==> src/rtl/mem_io_bridge_if.sv <==
// Bus bundle between the CPU control unit, the board I/O and the external SRAM.
// The bridge uses the slave view; the environment driving it uses the master view.
interface mem_io_bridge_if;
    logic        Mem_CE;
    logic        Mem_OE;
    logic        Mem_WE;
    logic [15:0] ADDR;
    logic [15:0] Data_CPU;
    logic [15:0] Data_to_CPU;
    logic        Mem_Ready;
    logic [15:0] SW;
    logic [15:0] HEX_Data;
    logic [19:0] SRAM_ADDR;
    logic        SRAM_CE_N;
    logic        SRAM_OE_N;
    logic        SRAM_WE_N;
    logic [15:0] SRAM_DQ_in;
    logic [15:0] SRAM_DQ_out;
    logic        SRAM_DQ_oe;
    logic        Err_Flag;

    modport slave (
        input  Mem_CE, Mem_OE, Mem_WE, ADDR, Data_CPU, SW, SRAM_DQ_in,
        output Data_to_CPU, Mem_Ready, HEX_Data, SRAM_ADDR,
               SRAM_CE_N, SRAM_OE_N, SRAM_WE_N, SRAM_DQ_out, SRAM_DQ_oe, Err_Flag
    );

    modport master (
        output Mem_CE, Mem_OE, Mem_WE, ADDR, Data_CPU, SW, SRAM_DQ_in,
        input  Data_to_CPU, Mem_Ready, HEX_Data, SRAM_ADDR,
               SRAM_CE_N, SRAM_OE_N, SRAM_WE_N, SRAM_DQ_out, SRAM_DQ_oe, Err_Flag
    );
endinterface

==> src/rtl/mem_io_bridge.sv <==
// Bridges CPU memory strobes to an asynchronous SRAM with programmable wait states,
// and maps one address onto the board switches (read) and hex display (write).
module mem_io_bridge #(
    parameter int unsigned WAIT_STATES = 1,
    parameter logic [15:0] IO_ADDR     = 16'hFFFF
) (
    input  logic           Clk,
    input  logic           Reset,
    mem_io_bridge_if.slave bus
);

    typedef enum logic [2:0] {IDLE, ACCESS, IO, DONE, RELEASE} state_t;

    state_t      state, next_state;
    logic [15:0] addr_q, data_q, dout_q, hex_q;
    logic [15:0] sw_meta, sw_sync;
    logic [3:0]  cnt;
    logic        is_write, err_q;
    logic        accept, illegal;
    logic        ce_n, oe_n, we_n, dq_oe, ready;

    always_ff @(posedge Clk or negedge Reset) begin
        if (!Reset) state <= IDLE;
        else        state <= next_state;
    end

    always_comb begin
        next_state = state;
        accept     = 1'b0;
        illegal    = 1'b0;
        ce_n       = 1'b1;
        oe_n       = 1'b1;
        we_n       = 1'b1;
        dq_oe      = 1'b0;
        ready      = 1'b0;
        case (state)
            IDLE: begin
                if (!bus.Mem_CE) begin
                    accept  = bus.Mem_OE ^ bus.Mem_WE;
                    illegal = !bus.Mem_OE && !bus.Mem_WE;
                end
                if (accept) next_state = (bus.ADDR == IO_ADDR) ? IO : ACCESS;
            end
            ACCESS: begin
                ce_n  = 1'b0;
                oe_n  = is_write;
                we_n  = !is_write;
                dq_oe = is_write;
                if (cnt == '0) next_state = DONE;
            end
            IO:      next_state = DONE;
            DONE: begin
                ready      = 1'b1;
                next_state = RELEASE;
            end
            // Hold here until the CPU drops its strobes so one request completes once.
            RELEASE: if (bus.Mem_OE && bus.Mem_WE) next_state = IDLE;
            default: next_state = IDLE;
        endcase
    end

    always_ff @(posedge Clk or negedge Reset) begin
        if (!Reset) begin
            addr_q   <= '0;
            data_q   <= '0;
            dout_q   <= '0;
            hex_q    <= '0;
            sw_meta  <= '0;
            sw_sync  <= '0;
            cnt      <= '0;
            is_write <= 1'b0;
            err_q    <= 1'b0;
        end else begin
            sw_meta <= bus.SW;
            sw_sync <= sw_meta;
            if (illegal) err_q <= 1'b1;
            if (accept) begin
                addr_q   <= bus.ADDR;
                data_q   <= bus.Data_CPU;
                is_write <= bus.Mem_OE;
                cnt      <= 4'(WAIT_STATES);
            end
            if (state == ACCESS) begin
                if (cnt == '0) begin
                    if (!is_write) dout_q <= bus.SRAM_DQ_in;
                end else begin
                    cnt <= cnt - 4'd1;
                end
            end
            if (state == IO) begin
                if (is_write) hex_q  <= data_q;
                else          dout_q <= sw_sync;
            end
        end
    end

    assign bus.Data_to_CPU = dout_q;
    assign bus.Mem_Ready   = ready;
    assign bus.HEX_Data    = hex_q;
    assign bus.SRAM_ADDR   = {4'b0, addr_q};
    assign bus.SRAM_CE_N   = ce_n;
    assign bus.SRAM_OE_N   = oe_n;
    assign bus.SRAM_WE_N   = we_n;
    assign bus.SRAM_DQ_out = data_q;
    assign bus.SRAM_DQ_oe  = dq_oe;
    assign bus.Err_Flag    = err_q;

endmodule

==> src/flat_wrapper.sv <==
// flat-port wrapper written by rule: the top's interface ports become plain ports
module mem_io_bridge_flat 
#(
    parameter int unsigned WAIT_STATES = 1,
    parameter logic [15:0] IO_ADDR     = 16'hFFFF
)
  (Clk, Reset, bus_Mem_CE, bus_Mem_OE, bus_Mem_WE, bus_ADDR, bus_Data_CPU, bus_SW, bus_SRAM_DQ_in, bus_Data_to_CPU, bus_Mem_Ready, bus_HEX_Data, bus_SRAM_ADDR, bus_SRAM_CE_N, bus_SRAM_OE_N, bus_SRAM_WE_N, bus_SRAM_DQ_out, bus_SRAM_DQ_oe, bus_Err_Flag);
  mem_io_bridge_if bus_i ();
  input  logic Clk;
  input  logic Reset;
  input wire logic [$bits(bus_i.Mem_CE)-1:0] bus_Mem_CE;
  input wire logic [$bits(bus_i.Mem_OE)-1:0] bus_Mem_OE;
  input wire logic [$bits(bus_i.Mem_WE)-1:0] bus_Mem_WE;
  input wire logic [$bits(bus_i.ADDR)-1:0] bus_ADDR;
  input wire logic [$bits(bus_i.Data_CPU)-1:0] bus_Data_CPU;
  input wire logic [$bits(bus_i.SW)-1:0] bus_SW;
  input wire logic [$bits(bus_i.SRAM_DQ_in)-1:0] bus_SRAM_DQ_in;
  output wire logic [$bits(bus_i.Data_to_CPU)-1:0] bus_Data_to_CPU;
  output wire logic [$bits(bus_i.Mem_Ready)-1:0] bus_Mem_Ready;
  output wire logic [$bits(bus_i.HEX_Data)-1:0] bus_HEX_Data;
  output wire logic [$bits(bus_i.SRAM_ADDR)-1:0] bus_SRAM_ADDR;
  output wire logic [$bits(bus_i.SRAM_CE_N)-1:0] bus_SRAM_CE_N;
  output wire logic [$bits(bus_i.SRAM_OE_N)-1:0] bus_SRAM_OE_N;
  output wire logic [$bits(bus_i.SRAM_WE_N)-1:0] bus_SRAM_WE_N;
  output wire logic [$bits(bus_i.SRAM_DQ_out)-1:0] bus_SRAM_DQ_out;
  output wire logic [$bits(bus_i.SRAM_DQ_oe)-1:0] bus_SRAM_DQ_oe;
  output wire logic [$bits(bus_i.Err_Flag)-1:0] bus_Err_Flag;
  assign bus_i.Mem_CE = bus_Mem_CE;
  assign bus_i.Mem_OE = bus_Mem_OE;
  assign bus_i.Mem_WE = bus_Mem_WE;
  assign bus_i.ADDR = bus_ADDR;
  assign bus_i.Data_CPU = bus_Data_CPU;
  assign bus_i.SW = bus_SW;
  assign bus_i.SRAM_DQ_in = bus_SRAM_DQ_in;
  assign bus_Data_to_CPU = bus_i.Data_to_CPU;
  assign bus_Mem_Ready = bus_i.Mem_Ready;
  assign bus_HEX_Data = bus_i.HEX_Data;
  assign bus_SRAM_ADDR = bus_i.SRAM_ADDR;
  assign bus_SRAM_CE_N = bus_i.SRAM_CE_N;
  assign bus_SRAM_OE_N = bus_i.SRAM_OE_N;
  assign bus_SRAM_WE_N = bus_i.SRAM_WE_N;
  assign bus_SRAM_DQ_out = bus_i.SRAM_DQ_out;
  assign bus_SRAM_DQ_oe = bus_i.SRAM_DQ_oe;
  assign bus_Err_Flag = bus_i.Err_Flag;
  mem_io_bridge #(.WAIT_STATES(WAIT_STATES), .IO_ADDR(IO_ADDR)) u_core (.Clk(Clk), .Reset(Reset), .bus(bus_i));
endmodule
==> config.mk <==
export PLATFORM = sky130hd
export DESIGN_NAME = mem_io_bridge_flat
export DESIGN_NICKNAME = d
export VERILOG_FILES = /design/src/rtl/mem_io_bridge_if.sv /design/src/rtl/mem_io_bridge.sv /design/src/flat_wrapper.sv
export SDC_FILE = /design/constraint.sdc
export NUM_CORES = 1
export LEC_CHECK = 0
export ABC_AREA = 1
export CAP_MARGIN = 5
export CORE_ASPECT_RATIO = 1.2
export CORE_MARGIN = 5
export CORE_UTILIZATION = 42
export CTS_BUF_LIST = sky130_fd_sc_hd__clkbuf_4
export DETAILED_ROUTE_END_ITERATION = 7
export PLACE_DENSITY = 0.78
export SETUP_SLACK_MARGIN = 0.4
export SLEW_MARGIN = 20
export SYNTH_ARGS = -nofsm -noshare
export SYNTH_HDL_FRONTEND = slang
export SYNTH_SLANG_ARGS = --single-unit
export TNS_END_PERCENT = 100
==> constraint.sdc <==
create_clock -name Clk -period 1.3 [get_ports Clk]
set_input_delay 0.13 -clock Clk [delete_from_list [all_inputs] [get_ports Clk]]
set_output_delay 0.13 -clock Clk [all_outputs]
set_load 0.01 [all_outputs]
# Word level (Yosys, flattened, before mapping)
# Cells that the tools add are included.
[classes]
n_addsub = 1
n_eq_ne = 8
mux = 23
n_bitwise = 1
reduce_logical = 9
[op_table]
columns = ["operator", "n"]
rows = [
  ["16-bit 2-to-1 mux", 5],
  ["16-bit equality test (second input constant)", 1],
  ["3-bit one-hot mux with 5 select lines", 1],
  ["4-bit 2-to-1 mux", 3],
  ["1-bit 2-to-1 mux", 10],
  ["3-bit 2-to-1 mux", 3],
  ["3-bit by 2-bit equality test with 1-bit output (second input constant)", 2],
  ["2-bit by 1-bit != test with 1-bit output (second input constant)", 3],
  ["4-bit logical NOT", 1],
  ["4-bit by 1-bit subtractor with 4-bit output (second input constant)", 1],
  ["3-bit by 1-bit equality test with 1-bit output (second input constant)", 1],
  ["3-bit equality test (second input constant)", 1],
  ["1-bit logical NOT", 3],
  ["3-bit logical NOT", 1],
  ["3-bit AND reduction", 1],
  ["1-bit logical AND", 2],
  ["2-bit 2-to-1 mux", 1],
  ["2-bit AND reduction", 1],
  ["1-bit bitwise XOR", 1],
]
[totals]
regBits = 105
out_inout_bits = 74
word_cells = 52

# Longest topological paths before layout
# Gate-level depths: netlist of run 1.
[logic_depth]
ltp_word = 7
depth_mapped = 9
mapped_depth_nobuf = 9

# Least setup slack after synthesis of run 1
# OpenSTA, ideal clock, no wires.
[synth_timing]
path_kind = "register to register"
from = "reg u_core.cnt[0]"
to = "reg u_core.dout_q[10], in the netlist u_core.bus.Data_to_CPU[10]"
arrival_time_ns = 1.224
slack_ns = -0.050
path_stages_with_launch = 9
path_buffers = 1
synth_period_minus_slack_ns = 1.350
cell_sequence = "dfrtp_1 > inv_1 > ha_1 > nand2_2 > inv_1 > nand3_4 > buf_6 > nor2_1 > nor3_2"
[synth_between]
elab_chain_cells = 5
[synth_rtl]
columns = ["item", "line", "text"]
rows = [
  ["from (decl)", "mem_io_bridge.sv:17", "logic [3:0] cnt;"],
  ["from (signal assigned)", "mem_io_bridge.sv:81", "cnt <= 4'(WAIT_STATES);"],
  ["from (signal assigned)", "mem_io_bridge.sv:87", "cnt <= cnt - 4'd1;"],
  ["4-bit logical NOT (*)", "mem_io_bridge.sv:84", "if (cnt == '0) begin"],
  ["16-bit 2-to-1 mux (*)", "mem_io_bridge.sv:84", ""],
  ["16-bit 2-to-1 mux (*)", "mem_io_bridge.sv:83", "if (state == ACCESS) begin"],
  ["16-bit 2-to-1 mux", "mem_io_bridge.sv:91", "if (is_write) hex_q <= data_q;"],
  ["16-bit 2-to-1 mux (*)", "mem_io_bridge.sv:90", "if (state == IO) begin"],
  ["to (signal assigned)", "mem_io_bridge.sv:85", "if (!is_write) dout_q <= bus.SRAM_DQ_in;"],
  ["to (signal assigned)", "mem_io_bridge.sv:92", "else dout_q <= sw_sync;"],
  ["to (decl)", "mem_io_bridge.sv:15", "logic [15:0] addr_q, data_q, dout_q, hex_q;"],
]
# Every way passes the cells marked *; elsewhere a longest branch is shown, timed or not.
# A chain may end at the register's enable or synchronous reset.

# Final worst setup path of run 1
[layout_timing]
from = "reg u_core.state[2]"
to = "reg u_core.state[1]"
[layout_between]
elab_chain_cells = 3
[layout_rtl]
columns = ["item", "line", "text"]
rows = [
  ["from (decl)", "mem_io_bridge.sv:14", "state_t state, next_state;"],
  ["from (signal assigned)", "mem_io_bridge.sv:24", "else state <= next_state;"],
  ["3-bit by 1-bit equality test with 1-bit output (tied with other cells)", "mem_io_bridge.sv:36", "case (state)"],
  ["2-bit by 1-bit != test with 1-bit output (no source line)", "--", ""],
  ["3-bit AND reduction (no source line)", "--", ""],
]
# Parallel ways exist; a longest one is shown, timed or not.

==> implementation parameters, run 1 <==
Parameter                              Value

Clock tree
  Clk Latency, worst-skew pair ... 0.44 ns
  Clock net sink count ... 105
  Clock buffers created by TritonCTS ... 9
  Clock tree root buffer cell ... sky130_fd_sc_hd__clkbuf_4
  Clock input transition at the sequential cells of the worst setup and hold paths ... roughly 0.16 ns
  CTS tree ... yes
  Longest Clk Path Bufs ... 2
  CTS H-tree depth ... 3

Floorplanning
  Die Span X ... around 100 um
  Standard-cell row count ... 40
  Area of the die ... 12,060 um^2
  Number of top-level pins ... approximately 140
  Die height ... approximately 120 um
  Initial Utilization ... between 40% and 50%
  Placeable core region ... 9859 um^2

Synthesis
  Proportion of register bits with asynchronous set or reset after synthesis ... 100.0%
  Post-synthesis register bit count ... 105
  Cell count after synthesis ... between 400 and 500
  Number of enable-type register cells in the synthesized netlist ... 0
  Post-synthesis area per instance ... 9.479 um^2
  Post-synth cell types ... 27
  Post-synthesis sequential area ratio ... 62.86%
  Synth warnings ... 0
  Primary flip-flop cell chosen by synthesis mapping ... sky130_fd_sc_hd__dfrtp_1
  Post-synthesis instance area ... 4180 um^2

Drt
  Vias/cell ... 4.812
  Via count of the routed design ... roughly 3,900
  Post-detailed-route wirelength per cell ... 16.02 um
  DRC marker count from the first detailed-route iteration ... 150
  Post-Route WL ... 13,040 um
  Detailed-route DRC error count ... 0
  Number of antenna-violating nets in the routed design ... 0
  Detailed-routing iteration count for the pre-antenna-repair pass ... 4

Global routing
  Initial antenna violation count ... 1
  First-pass GRT wire length ... 18,770 um
  Overflow after GRT ... 0
  Via count of the first global-routing pass ... 3,812
  Largest net degree at the start of global routing ... 63
  Total track usage ... 19.95%

Critical path
  Worst endpoint data arrival time ... roughly 2.0 ns
  Crit path kind ... flip-flop to flip-flop
  Source of the worst register-to-register timing path ... u_core.state[2]$_DFFE_PN0P_
  CP endpoint kind ... flip-flop
  Number of cells on the worst reg-to-reg path ... 11
  FF-to-FF setup slack ... -0.33 ns
  Crit-path max FO ... 3
  Type of origin of the critical path ... flip-flop
  R2r endpoint ... u_core.state[1]$_DFFE_PN0P_
  Required time worst endpoint ... 1.70 ns

Hold path
  HP Start ... bus_SW[11]
  End point of the worst hold path ... u_core.sw_meta[11]$_DFF_PN0_
  Worst Hold Path Cells ... 1
  Hold Path Class ... input pin to flip-flop

Outcome
  Result of the run ... finished, violations left
  Violated checks ... negative setup slack

Placed design
  Port bufs ... about 140
  Half-perimeter wire length after placement ... 7458 um
  Last weighted congestion value of the routability-driven placer ... 0.7938
  Worst slack at placement ... -0.6110 ns
  Number of instances in the placed design ... 713

Finish
  Area of combinational cells with multiple inputs ... roughly 1700 um^2
  Post-layout net count ... 754
  FF/Latch Area ... 2629 um^2
  Area growth, synth to finish ... 68.06%
  Fraction of final layout cells with drive strength greater than 1 ... 42.07%
  Filler Cells Inserted ... 696
  Number of cells in the finished layout apart from fillers ... 814

STA
  Unrepaired setup endpoints after global routing ... yes
  Minimum clock period after layout ... 1.631 ns
  Largest clock skew in the final design ... 0.01447 ns
  Max Slew Vio Count ... 0
  Sum of negative setup slack ... -17.81 ns
  Hold Fails Final Rpt ... 0
  Setup Viol. Count Final ... 76
  Tcrit/Tclk final ... 125.4%
  Upper clock frequency limit ... 613.3 MHz
  Final worst slack ... -0.3305 ns

Power
  Power density over the cells ... 2215 nW/um^2
  Worst voltage drop across the vdd grid ... 1.288 mV
  P_leak ... approximately 3.6 nW

Job
  Max-cap check violation count ... 0
-- registers in the layout, indices dropped and copies added, names as in the netlist --
register and flops:
u_core.bus.SRAM_DQ_out 16, u_core.cnt 4, u_core.state 3, u_core.bus.HEX_Data 16, u_core.bus.Data_to_CPU 16, u_core.is_write 1
u_core.bus.Err_Flag 1, u_core.sw_sync 16, u_core.addr_q 16, u_core.sw_meta 16
-- power breakdown --
part	total [mW]	switching (mW)	leakage, nW	internal [mW]
Combinational	8.66	4.22	2.18	4.44
Clock	1.88	1.07	0.0886	0.812
Sequential	5.02	0.699	1.29	4.32
Total	15.6	5.99	3.55	9.57
-- kinds of logic (layout without fill, tap and decap cells) --
kind of cell / Yosys count / count (layout) / synth area share, %
compound gates: 40 / 40 / 5.148
xor+xnor: 1 / 1 / 0.2096
fa+ha+maj: 3 / 3 / 0.8980
buf+inv: 47 / 290 / 6.286
flops: 105 / 105 / 62.86
other cells: 1 / 5 / 0.08971
simple gates: 244 / 244 / 24.51
-- synthesized netlist by cell type (6+ instances only) --
library cell / instances / area share (%)
sky130_fd_sc_hd__a21oi_1: 6 / 0.72
sky130_fd_sc_hd__buf_2: 10 / 1.2
sky130_fd_sc_hd__buf_6: 7 / 1.9
sky130_fd_sc_hd__dfrtp_1: 105 / 63
sky130_fd_sc_hd__inv_1: 20 / 1.8
sky130_fd_sc_hd__nand2_1: 161 / 14
sky130_fd_sc_hd__nand3_1: 16 / 1.9
sky130_fd_sc_hd__nor2_1: 50 / 4.5
sky130_fd_sc_hd__o21ai_0: 22 / 2.6
sky130_fd_sc_hd__o21ai_1: 10 / 1.2
-- worst max-delay path: stages (launching register included) --
cell	delay, ns
sky130_fd_sc_hd__dfrtp_1	0.44
sky130_fd_sc_hd__buf_6	0.13
sky130_fd_sc_hd__buf_6	0.10
sky130_fd_sc_hd__buf_6	0.11
sky130_fd_sc_hd__nor3_4	0.19
sky130_fd_sc_hd__inv_2	0.10
sky130_fd_sc_hd__buf_4	0.15
sky130_fd_sc_hd__buf_6	0.11
sky130_fd_sc_hd__nand2_4	0.05
sky130_fd_sc_hd__inv_4	0.03
sky130_fd_sc_hd__nand2_2	0.05
sky130_fd_sc_hd__and2_4	0.13
-- routing by layer --
metal / vias to the layer above / wire [um] / part of all wire (%) / global-route usage [%]
li1: 1860 / - / - / -
met1: 1882 / 4908 / 38 / 23.92
met2: 139 / 6923 / 53 / 34.33
met3: 36 / 814 / 6.2 / 3.281
met4: 0 / 395 / 3.0 / 9.476
met5: - / 0 / 0 / 0
-- metrics by stage --
step           hold slack, ns  total power [mW]  cell area [um^2]  utilization (%)
2_1_floorplan         -0.1656             7.997              4254                -
3_3_place_gp         -0.04920             10.99              5849            59.33
3_5_place_dp         -0.04817             11.23              5849            59.33
4_1_cts               0.06290             14.02              6410            65.01
5_1_grt               0.06276             16.48              7025            71.26
6_report              0.09940             15.56              7025            71.26
-- layout by cell type, fill, tap and decap left out, types with 2 or more instances in the layout --
| cell | synthesis | layout |
|---|---|---|
| sky130_fd_sc_hd__inv_6 | 0 | 2 |
| sky130_fd_sc_hd__o21ai_2 | 0 | 7 |
| sky130_fd_sc_hd__buf_2 | 10 | 55 |
| sky130_fd_sc_hd__clkinv_4 | 0 | 2 |
| sky130_fd_sc_hd__buf_4 | 5 | 76 |
| sky130_fd_sc_hd__inv_2 | 3 | 7 |
| sky130_fd_sc_hd__bufinv_16 | 0 | 2 |
| sky130_fd_sc_hd__conb_1 | 1 | 4 |
| sky130_fd_sc_hd__o21ai_1 | 10 | 14 |
| sky130_fd_sc_hd__dfrtp_1 | 105 | 104 |
| sky130_fd_sc_hd__buf_6 | 7 | 31 |
| sky130_fd_sc_hd__buf_16 | 0 | 4 |
| sky130_fd_sc_hd__clkdlybuf4s50_1 | 0 | 67 |
| sky130_fd_sc_hd__nor3_2 | 5 | 9 |
| sky130_fd_sc_hd__inv_1 | 20 | 13 |
| sky130_fd_sc_hd__nand2_4 | 1 | 18 |
| sky130_fd_sc_hd__nand3_1 | 16 | 14 |
| sky130_fd_sc_hd__dlygate4sd3_1 | 0 | 2 |
| sky130_fd_sc_hd__inv_4 | 1 | 3 |
| sky130_fd_sc_hd__clkbuf_16 | 0 | 3 |
| sky130_fd_sc_hd__nor2_4 | 1 | 8 |
| sky130_fd_sc_hd__clkbuf_4 | 0 | 10 |
| sky130_fd_sc_hd__buf_12 | 0 | 8 |
| sky130_fd_sc_hd__nor2_1 | 50 | 42 |
| sky130_fd_sc_hd__o21ai_0 | 22 | 11 |
| sky130_fd_sc_hd__nand3_4 | 2 | 3 |
| sky130_fd_sc_hd__nand2_1 | 161 | 118 |
| sky130_fd_sc_hd__ha_1 | 3 | 2 |
| sky130_fd_sc_hd__inv_12 | 0 | 2 |
| sky130_fd_sc_hd__a21oi_1 | 6 | 5 |
| sky130_fd_sc_hd__nand2_2 | 1 | 26 |
-- cell type report --
cell class | instances | area share [%]
Antenna cell | 1 | 0.03562
Clock buffer | 10 | 1.069
Clock inverter | 6 | 1.282
Inverter | 24 | 1.621
Multi-Input combinational cell | 292 | 23.78
Sequential cell | 105 | 37.42
Tap cell | 126 | 2.244
Timing Repair Buffer | 247 | 31.97
Timing Repair inverter | 3 | 0.5877
-- worst max-delay path by stage --
stage	from	end	slack, ns	cells past startpoint
floorplan	u_core.cnt[1]$_DFF_PN0_	u_core.bus.Data_to_CPU[10]$_DFF_PN0_	0.06	8
global placement	bus_Mem_WE	u_core.cnt[1]$_DFF_PN0_	-0.48	8
detailed placement	bus_Mem_WE	u_core.cnt[1]$_DFF_PN0_	-0.61	8
CTS	u_core.state[2]$_DFFE_PN0P_	u_core.bus.Data_to_CPU[4]$_DFF_PN0_	-0.29	9
global route	u_core.state[2]$_DFFE_PN0P_	u_core.bus.Data_to_CPU[8]$_DFF_PN0_	-0.44	10
finish	u_core.state[2]$_DFFE_PN0P_	u_core.state[1]$_DFFE_PN0P_	-0.33	11
-- what timing repair did --
item | in CTS | in global routing
hold buffers | 2 | 0
setup endpoints to repair | 142 | 143
endpoints found under the hold margin | 105 | 0
setup buffers | 43 | 29
cloned | 6 | 4
gates resized for setup | 345 | 85
pin swaps | 15 | 32
(Power assumes the default switching activity.)
==> inputs of run 2 (changes only) <==
Settings changed: CTS_CLUSTER_SIZE set to 12.
==> results of run 2 <==
No change in the layout: final DEF, timing and power equal those of run 1.
==> inputs of run 3 (changes only) <==
Settings changed: CORE_UTILIZATION 42 to 50, PLACE_DENSITY 0.78 to 0.91.
Clock period 1.3 ns to 2.1 ns, I/O delays scaled along.
==> run 3 against run 2 <==
Global-route usage increased by 0.63 points. Clock skew grew 0.0041 ns. Routed wire length fell by 21%. Largest cell class unchanged. Count of clock-buffer cells in the layout grew 1. Sequential cell count is the same. The run now ends clean. Sequential power fell by 38%. Non-clock buffer count decreased by 92.
==> implementation parameters, run 3 (synthesis gave the netlist of run 1 again) <==
Parameter                              Value

STA
  Sum of negative setup slack ... 0 ns (+17.81 ns)
  Hold Fails Final Rpt ... 0 (unchanged)
  Max Slew Vio Count ... 0 (unchanged)
  Slew of the pin with the lowest slew margin ... 0.5019 ns
  Unrepaired setup endpoints after global routing ... no
  Max-slew headroom at the worst pin ... 66.49%
  Upper clock frequency limit ... 609.0 MHz (-0.69%)
  Tcrit/Tclk final ... 78.19% (-47 points)
  Worst-case hold slack ... 0.2067 ns (+0.1073 ns)
  Largest clock skew in the final design ... 0.01857 ns (+0.004099 ns)
  Minimum clock period after layout ... 1.642 ns (+0.01137 ns)
  Setup Viol. Count Final ... 0 (-100%)

Power
  Power density over the cells ... 1324 nW/um^2 (-40%)
  Switching power of the nets ... 2.906 mW (-52%)
  Reg power frac ... 40.1% (+7.9 points)
  Combinational power share ... 46.8% (-8.9 points)
  Worst voltage drop across the vdd grid ... 0.6662 mV (-48%)
  P_leak ... 2.773 nW (-22%)
  Switching part of the total power ... 37.52% (-0.99 points)
  Internal power consumption ... 4.838 mW (-49%)
  Clk pwr share ... 13.1% (+1.0 points)

Critical path
  Crit path kind ... flip-flop to flip-flop
  Cell type group with the largest total delay on the critical path ... flip-flops
  Delay of the slowest cell on the worst path ... 0.46 ns (+0.02 ns)
  Worst endpoint data arrival time ... 1.98 ns (-0.05 ns)
  CP endpoint kind ... flip-flop
  Type of origin of the critical path ... flip-flop
  Cell breakdown of the critical path ... inv_2 > nand3_4 > buf_6 > buf_4 > o21ai_4 > nor2_1 > nor3_1
  Number of buffer and inverter instances along the worst setup path ... 3 (-4)
  Slowest stage cell, crit path ... sky130_fd_sc_hd__dfrtp_2
  Required time worst endpoint ... 2.44 ns (+0.74 ns)
  Crit-path max FO ... 16 (+13)

Global routing
  Total track usage ... 20.59% (+0.63 points)
  Largest net degree at the start of global routing ... 46 (-27%)
  Initial antenna violation count ... 0 (-1)
  Via count of the first global-routing pass ... 3,501 (-8.2%)
  First-pass GRT wire length ... 16,480 um (-12%)
  Overflow after GRT ... 0 (unchanged)

Clock tree
  CTS tree ... yes
  Clock buffers created by TritonCTS ... 9 (unchanged)
  Clock tree root buffer cell ... sky130_fd_sc_hd__clkbuf_4
  Longest Clk Path Bufs ... 2 (unchanged)
  Clk Latency, worst-skew pair ... 0.42 ns (-0.02 ns)
  Clock net sink count ... 105 (unchanged)
  Clock input transition at the sequential cells of the worst setup and hold paths ... 0.16 ns (about the same)
  CTS H-tree depth ... 3 (unchanged)

Finish
  Number of diodes added for antenna fixing ... 0 (-1)
  Highest-count cells in the layout ignoring fill and taps ... sky130_fd_sc_hd__nand2_1 (159), sky130_fd_sc_hd__clkdlybuf4s50_1 (132), sky130_fd_sc_hd__dfrtp_1 (103)
  Fraction of final layout cells with drive strength greater than 1 ... 9.966% (-32 points)
  Leading cell type in the layout, fill and taps excluded ... sky130_fd_sc_hd__nand2_1
  Post-layout net count ... 659 (-13%)
  Area growth, synth to finish ... 39.96%

Floorplanning
  Initial Utilization ... 51.27% (+8.9 points)
  Area of the die ... 10,300 um^2 (-15%)
  Placeable core region ... 8153 um^2 (-17%)
  Standard-cell row count ... 36 (-10%)
  Die height ... 110.2 um (-7.6%)
  Number of top-level pins ... 143 (unchanged)
  Die Span X ... 93.47 um (-7.5%)

Drt
  Post-detailed-route wirelength per cell ... 14.65 um (-8.6%)
  Vias/cell ... 4.858 (+0.96%)
  Number of antenna-violating nets in the routed design ... 0 (unchanged)
  Via count of the routed design ... 3,430 (-12%)
  Detailed-route DRC error count ... 0 (unchanged)
  Post-Route WL ... 10,340 um (-21%)
  DRC marker count from the first detailed-route iteration ... 99 (-34%)
  Detailed-routing iteration count for the pre-antenna-repair pass ... 4 (unchanged)

Hold path
  Hold Path Class ... input pin to flip-flop

Placed design
  Port bufs ... 138 (unchanged)
  Half-perimeter wire length after placement ... 7739 um (+3.8%)
  Last weighted congestion value of the routability-driven placer ... 0.8042 (+1.3%)

Outcome
  Result of the run ... finished, final reports clean

Job
  Max-cap check violation count ... 0 (unchanged)
==> run 3: cell types whose count changed in the layout (fill, tap and decap cells not counted), moves of 7 or more <==
cell,delta
sky130_fd_sc_hd__clkdlybuf4s50_1,+65
sky130_fd_sc_hd__buf_4,-63
sky130_fd_sc_hd__buf_2,-54
sky130_fd_sc_hd__nand2_1,+41
sky130_fd_sc_hd__buf_6,-27
sky130_fd_sc_hd__nand2_2,-23
sky130_fd_sc_hd__nand2_4,-17
sky130_fd_sc_hd__o21ai_0,+11
sky130_fd_sc_hd__buf_12,-7
sky130_fd_sc_hd__o21ai_2,-7
==> run 3: final cells by class <==
| type | count | area (um^2) |
|---|---|---|
| Multi-Input combinational cell | 292 | 1323 |
| Clock buffer | 11 | 82.58 |
| Tap cell | 114 | 142.6 |
| Sequential cell | 105 | 2630 |
| Clock inverter | 5 | 56.30 |
| Fill cell | 586 | 2302 |
| Timing Repair Buffer | 155 | 1519 |
| Inverter | 24 | 97.59 |
==> run 3: final timing paths <==
path / cells after the start / start / slack (ns) / end
max in group asynchronous: 3 / Reset / 1.12 / u_core.sw_meta[12]$_DFF_PN0_
hold reg to reg: 0 / u_core.sw_meta[8]$_DFF_PN0_ / 0.36 / u_core.sw_sync[8]$_DFF_PN0_
setup / recovery: 7 / u_core.state[2]$_DFFE_PN0P_ / 0.46 / u_core.bus.Data_to_CPU[6]$_DFF_PN0_
hold / removal: 1 / bus_SW[1] / 0.21 / u_core.sw_meta[1]$_DFF_PN0_
setup reg to reg: 7 / u_core.state[2]$_DFFE_PN0P_ / 0.46 / u_core.bus.Data_to_CPU[6]$_DFF_PN0_
min in group asynchronous: 2 / Reset / 0.24 / u_core.sw_sync[3]$_DFF_PN0_
==> run 3: through the flow <==
step	utilization [%]	power, mW	setup WS, ns	cell area (um^2)	cells
after floorplan	-	4.837	0.7504	4192	444
after global placement	68.95	6.435	0.2633	5622	681
after detailed placement	68.95	6.605	0.1075	5622	681
after CTS	71.30	7.687	0.3954	5813	704
after global routing	71.76	8.283	0.4037	5851	706
final	71.76	7.744	0.4581	5851	706
==> run 3: metal layers <==
layer	part of all wire [%]	global-route usage [%]	vias up	routed length (um)
met5	0	0	-	0
met1	38	24.64	1609	3964
met3	6.3	3.462	26	655
met2	52	36.13	145	5376
met4	3.4	9.948	0	347
li1	-	-	1650	-
==> run 3: worst register-to-register path, cell delays in order, from the launching register on <==
cell and delay (ns):
sky130_fd_sc_hd__dfrtp_2 0.46, sky130_fd_sc_hd__inv_2 0.09, sky130_fd_sc_hd__nand3_4 0.09, sky130_fd_sc_hd__buf_6 0.15, sky130_fd_sc_hd__buf_4 0.15, sky130_fd_sc_hd__o21ai_4 0.37
sky130_fd_sc_hd__nor2_1 0.07, sky130_fd_sc_hd__nor3_1 0.18
==> run 3: power groups by stage <==
| stage | Clock, mW | Combinational (mW) | Sequential [mW] |
|---|---|---|---|
| finish | 1.01 | 3.63 | 3.10 |
| global route | 1.12 | 3.97 | 3.19 |
| CTS | 1.03 | 3.56 | 3.10 |
| detailed placement | 0 | 3.46 | 3.14 |
| global placement | 0 | 3.32 | 3.12 |
| floorplan | 0 | 1.51 | 3.33 |
==> run 3: repair_timing <==
action,CTS,global route
gates resized for setup,14,16
pin swaps,1,1
hold endpoints to repair,30,0
endpoints found under the setup margin,6,7
buffers inserted,6,2
hold buffers,1,0
